**config.mk**
```make
export PLATFORM = sky130hd
export DESIGN_NAME = mem_port_arbiter
export DESIGN_NICKNAME = d
export VERILOG_FILES = /design/src/rtl/mem_port_arbiter.sv
export SDC_FILE = /design/constraint.sdc
export NUM_CORES = 1
export LEC_CHECK = 0
export CORE_AREA = 4 4 197 199
export DETAILED_ROUTE_END_ITERATION = 16
export DIE_AREA = 0 0 201 203
export PLACE_DENSITY_LB_ADDON = 0.15
export SETUP_SLACK_MARGIN = 0.3
export SYNTH_ARGS = -nofsm -noshare
export SYNTH_HDL_FRONTEND = slang
export SYNTH_SLANG_ARGS = --single-unit
```
**constraint.sdc**
```tcl
create_clock -name clk_i -period 3.1 [get_ports clk_i]
set_input_delay 0.62 -clock clk_i [delete_from_list [all_inputs] [get_ports clk_i]]
set_output_delay 0.62 -clock clk_i [all_outputs]
set_load 0.02 [all_outputs]
```
**src/rtl/mem_port_arbiter.sv**
```systemverilog
// Shares one memory port between instruction fetch (32-bit, read-only) and the
// MEM stage (64-bit read/write), with data priority, a starvation guard and an ack timeout.
module mem_port_arbiter #(
    parameter int MAX_D_STREAK = 4,
    parameter int TIMEOUT      = 255
) (
    input  logic        clk_i,
    input  logic        rst_i,
    input  logic        if_req_i,
    input  logic [63:0] if_addr_i,
    output logic [31:0] if_rdata_o,
    output logic        if_valid_o,
    output logic        if_err_o,
    input  logic        d_req_i,
    input  logic        d_we_i,
    input  logic [63:0] d_addr_i,
    input  logic [63:0] d_wdata_i,
    input  logic [7:0]  d_wstrb_i,
    output logic [63:0] d_rdata_o,
    output logic        d_valid_o,
    output logic        d_err_o,
    output logic        stall_if_o,
    output logic        stall_mem_o,
    output logic        m_req_o,
    output logic        m_we_o,
    output logic [63:0] m_addr_o,
    output logic [63:0] m_wdata_o,
    output logic [7:0]  m_wstrb_o,
    input  logic        m_ack_i,
    input  logic [63:0] m_rdata_i
);

    localparam int SW = (MAX_D_STREAK > 0) ? $clog2(MAX_D_STREAK + 1) : 1;
    localparam int TW = (TIMEOUT > 0) ? $clog2(TIMEOUT + 1) : 1;
    localparam logic [SW-1:0] STREAK_MAX = SW'(MAX_D_STREAK);
    localparam logic [TW:0]   TO_LIM     = (TW+1)'(TIMEOUT);

    typedef enum logic [1:0] {
        IDLE = 2'd0,
        BUSY = 2'd1,
        RESP = 2'd2
    } state_t;

    state_t        state_q;
    logic [SW-1:0] streak_q;
    logic [TW-1:0] tcnt_q;
    logic          owner_d_q;
    logic          sel_hi_q;
    logic          m_req_q;
    logic          m_we_q;
    logic [63:0]   m_addr_q;
    logic [63:0]   m_wdata_q;
    logic [7:0]    m_wstrb_q;
    logic [31:0]   if_rdata_q;
    logic          if_valid_q;
    logic          if_err_q;
    logic [63:0]   d_rdata_q;
    logic          d_valid_q;
    logic          d_err_q;

    logic force_f_s;
    logic grant_d_s;
    logic to_hit_s;
    logic unused_s;

    assign unused_s = ^{if_addr_i[1:0], d_addr_i[2:0]};

    // Owner selection and timeout detection
    always_comb begin
        force_f_s = 1'b0;
        to_hit_s  = 1'b0;
        if ((MAX_D_STREAK != 0) && if_req_i && (streak_q == STREAK_MAX)) begin
            force_f_s = 1'b1;
        end else begin
            force_f_s = 1'b0;
        end
        grant_d_s = d_req_i & ~force_f_s;
        if ((TIMEOUT != 0) && (({1'b0, tcnt_q} + {{TW{1'b0}}, 1'b1}) == TO_LIM)) begin
            to_hit_s = 1'b1;
        end else begin
            to_hit_s = 1'b0;
        end
    end

    // Transaction FSM with registered memory-side and response outputs
    always_ff @(posedge clk_i) begin
        if (rst_i) begin
            state_q    <= IDLE;
            streak_q   <= '0;
            tcnt_q     <= '0;
            owner_d_q  <= 1'b0;
            sel_hi_q   <= 1'b0;
            m_req_q    <= 1'b0;
            m_we_q     <= 1'b0;
            m_addr_q   <= 64'd0;
            m_wdata_q  <= 64'd0;
            m_wstrb_q  <= 8'd0;
            if_rdata_q <= 32'd0;
            if_valid_q <= 1'b0;
            if_err_q   <= 1'b0;
            d_rdata_q  <= 64'd0;
            d_valid_q  <= 1'b0;
            d_err_q    <= 1'b0;
        end else begin
            // The streak only counts data grants that actually made fetch wait.
            if (!if_req_i) begin
                streak_q <= '0;
            end else if (state_q == IDLE && !grant_d_s) begin
                streak_q <= '0;
            end else if (state_q == IDLE && grant_d_s && streak_q != STREAK_MAX) begin
                streak_q <= streak_q + {{(SW-1){1'b0}}, 1'b1};
            end else begin
                streak_q <= streak_q;
            end

            case (state_q)
                IDLE: begin
                    if (if_req_i || d_req_i) begin
                        state_q   <= BUSY;
                        m_req_q   <= 1'b1;
                        tcnt_q    <= '0;
                        owner_d_q <= grant_d_s;
                        sel_hi_q  <= if_addr_i[2];
                        if (grant_d_s) begin
                            m_we_q    <= d_we_i;
                            m_addr_q  <= {d_addr_i[63:3], 3'b000};
                            m_wdata_q <= d_wdata_i;
                            m_wstrb_q <= d_we_i ? d_wstrb_i : 8'd0;
                        end else begin
                            m_we_q    <= 1'b0;
                            m_addr_q  <= {if_addr_i[63:3], 3'b000};
                            m_wdata_q <= 64'd0;
                            m_wstrb_q <= 8'd0;
                        end
                    end
                end
                BUSY: begin
                    if (m_ack_i) begin
                        state_q <= RESP;
                        m_req_q <= 1'b0;
                        if (owner_d_q) begin
                            d_valid_q <= 1'b1;
                            d_rdata_q <= m_rdata_i;
                        end else begin
                            if_valid_q <= 1'b1;
                            if_rdata_q <= sel_hi_q ? m_rdata_i[63:32] : m_rdata_i[31:0];
                        end
                    end else if (to_hit_s) begin
                        state_q <= RESP;
                        m_req_q <= 1'b0;
                        if (owner_d_q) begin
                            d_valid_q <= 1'b1;
                            d_err_q   <= 1'b1;
                        end else begin
                            if_valid_q <= 1'b1;
                            if_err_q   <= 1'b1;
                        end
                    end else begin
                        tcnt_q <= tcnt_q + {{(TW-1){1'b0}}, 1'b1};
                    end
                end
                RESP: begin
                    state_q    <= IDLE;
                    if_valid_q <= 1'b0;
                    if_err_q   <= 1'b0;
                    if_rdata_q <= 32'd0;
                    d_valid_q  <= 1'b0;
                    d_err_q    <= 1'b0;
                    d_rdata_q  <= 64'd0;
                end
                default: begin
                    state_q <= IDLE;
                    m_req_q <= 1'b0;
                end
            endcase
        end
    end

    assign m_req_o     = m_req_q;
    assign m_we_o      = m_we_q;
    assign m_addr_o    = m_addr_q;
    assign m_wdata_o   = m_wdata_q;
    assign m_wstrb_o   = m_wstrb_q;
    assign if_rdata_o  = if_rdata_q;
    assign if_valid_o  = if_valid_q;
    assign if_err_o    = if_err_q;
    assign d_rdata_o   = d_rdata_q;
    assign d_valid_o   = d_valid_q;
    assign d_err_o     = d_err_q;
    assign stall_if_o  = if_req_i & ~if_valid_q;
    assign stall_mem_o = d_req_i & ~d_valid_q;

endmodule

```
==> metrics.txt <==
max layer used met5; clock tree sinks 250; Clock Path Buffers 3; worst slew pin tran 0.731 ns; routability congestion estimate 0.781; TritonCTS clock tree done; Final setup violation count 0; Clock transition at path regs 0.05 ns; clk_lat worst skew 0.56 ns; Setup TNS 0 ns; synth unique cells 49; layout cell share with drive strength beyond 1 0.0532; Max rail drop VDD 0.000392 V; unrepaired setup endpoints after global routing false; post-synthesis async set-or-reset flop share 0; Crit Path Class input port to output port; Yosys warning count 0; CP Launch Type input port; f_max 0.378 GHz; combinational share of power 0.249; Clock power frac 0.359; setup repair bufs after CTS 0; switching power total 2720 uW; crit end category output port; row cnt 71; register share of total power 0.391; fin nets 1801; WP data arrival 2.02 ns; Congestion Overflow GR 0; Initial Util 0.264; Gate Count Post-Synth 1066; fin crit share 0.852; max cap viols 0; initial antenna violation count 8; setup slack after layout 0.458 ns; # IOs 510; wire length on met1 16300 um; drt pass-1 iters 4; die area 0.0408 mm2; Core ar. 0.0372 mm2; P_int 6560 uW; status complete, no violations; GRT Util Overall 0.185; 1st-iter DRT viols 431; cell area after synthesis 0.00982 mm2; crit path time final 2.64 ns; wire length on met2 18900 um; leak pwr 0.00600 uW; top_reg_cell synth dfxtp_1; largest net degree at the start of global routing 115; post-synth top area share 0.510; top cell family by delay on the critical path buffers and inverters; Post-DRT Antenna Nets 0; final WL 39800 um; DRC 0; Crit Path Max Fanout 2; Max H-tree Level 1; number of hold violations in the final report 0; top cells by count, synth 250 x dfxtp_1, 226 x nor2_1, 132 x a22oi_1; routed length on met3 3790 um; sequential element share of the synthesized area 0.510; Buf/Inv on CP 2; max-slew violations 0; Critical Path RT 2.48 ns; CTS Buf Count 30; Hold Crit Class flop to flop; critical-path cell list clkdlybuf4s50_1 > nor2b_1 > clkdlybuf4s50_1; cts hold-fix bufs 0; detailed placement HPWL 28800 um; Die Y 203 um; Synth area leaders dfxtp_1 51%, a22oi_1 10%, mux2i_1 9.0%; first-pass GRT wire length 60300 um; vias per inst 4.75; pre-CTS setup slack 0.437 ns; Synth Register Bits 250; vias in the first global route 9699; Routed wire per std cell 19.7 um; pwr dens 569 mW/mm2; Via Count 9591; slowest stage delay, CP 0.69 ns; Synth area leader dfxtp_1; Die Width 201 um; EDFF count, synth 0; max_slew headroom 0.513; I/O Buffers 501; Post-CTS Resized 0; clk_skew 0.0149 ns; Layout area overhead 66.1%; Critical Path Slowest Stage Cell clkdlybuf4s50_1; root buf cell clkbuf_16; most frequent cell after synthesis dfxtp_1; Avg Inst Size Synth 9.21 um2; CP most frequent cell clkdlybuf4s50_1; Switching Share 0.293
power by group through the flow:
stage | clock (uW) | combinational, uW | sequential (uW)
2_1_floorplan | 0 | 839 | 3990
3_3_place_gp | 0 | 2330 | 3690
3_5_place_dp | 0 | 2340 | 3700
4_1_cts | 3450 | 2350 | 3640
5_1_grt | 3580 | 2500 | 3660
6_report | 3330 | 2310 | 3630
routing by layer:
metal  up-vias  global-route usage
met5         -                   0
met4         8              0.0501
met3        55              0.0749
met2       343               0.309
met1      4448               0.221
li1       4737                   -
layout by cell type (no fill, tap or decap), drive strengths merged, types with 12 or more instances in the layout:
cell type and instances:
clkdlybuf4s50 500, dfxtp 250, nor2 226, a22oi 132
mux2i 88, a211oi 63, a21oi 49, clkbuf 46
nand2 31, nor3 31, buf 21, nand3 16
inv 12
cells by family after synthesis:
| family | Yosys count | synth area share |
|---|---|---|
| buffers and inverters | 110 | 0.0441 |
| muxes | 93 | 0.0954 |
| AOI/OAI and AO/OA | 277 | 0.200 |
| and+or+nand+nor | 326 | 0.140 |
| DFF | 250 | 0.510 |
| xor gates and xnor gates | 2 | 0.00178 |
| adders and majority gates | 7 | 0.00892 |
| other | 1 | 0.000382 |
state kept, by name, indices dropped and copies added (netlist names):
signal	flops
if_valid_o	1
m_wstrb_o	8
m_wdata_o	64
d_err_o	1
if_err_o	1
d_valid_o	1
m_addr_o	61
sel_hi_q	1
state_q	2
if_rdata_o	32
streak_q	3
owner_d_q	1
d_rdata_o	64
m_req_o	1
m_we_o	1
tcnt_q	8
final timing paths:
| kind | startpoint | to | depth (start not counted) | slack, ns |
|---|---|---|---|---|
| max | d_req_i | stall_mem_o | 3 | 0.46 |
| min | m_wstrb_o[4] | m_wstrb_o[4] | 2 | 0.45 |
| max reg2reg | tcnt_q[0] | tcnt_q[1] | 7 | 0.64 |
| min reg2reg | m_wstrb_o[4] | m_wstrb_o[4] | 2 | 0.45 |
final cells by class:
| type | count | area (um2) |
|---|---|---|
| Timing Repair Buffer | 522 | 5280 |
| Fill cell | 3631 | 20900 |
| Sequential cell | 250 | 5010 |
| Tap cell | 474 | 593 |
| Antenna cell | 4 | 10.0 |
| Clock inverter | 4 | 20.0 |
| Clock buffer | 45 | 908 |
| Multi-Input combinational cell | 708 | 4450 |
| Inverter | 12 | 45.0 |
tightest hold or removal path, stage by stage, from the launching register on:
cell,delay [ns]
dfxtp_1,0.30
nand2_1,0.05
a21oi_1,0.05
through the flow:
stage,hold slack (ns),instances,utilization,area [um2],power (uW)
floorplan,0.441,1068,-,9830,4830
global placement,0.441,1966,0.413,15400,6020
detailed placement,0.442,1966,0.413,15400,6040
CTS,0.450,2015,0.438,16300,9430
global route,0.474,2018,0.438,16300,9750
finish,0.448,2019,0.438,16300,9280
Power figures use the tool's default switching activity.
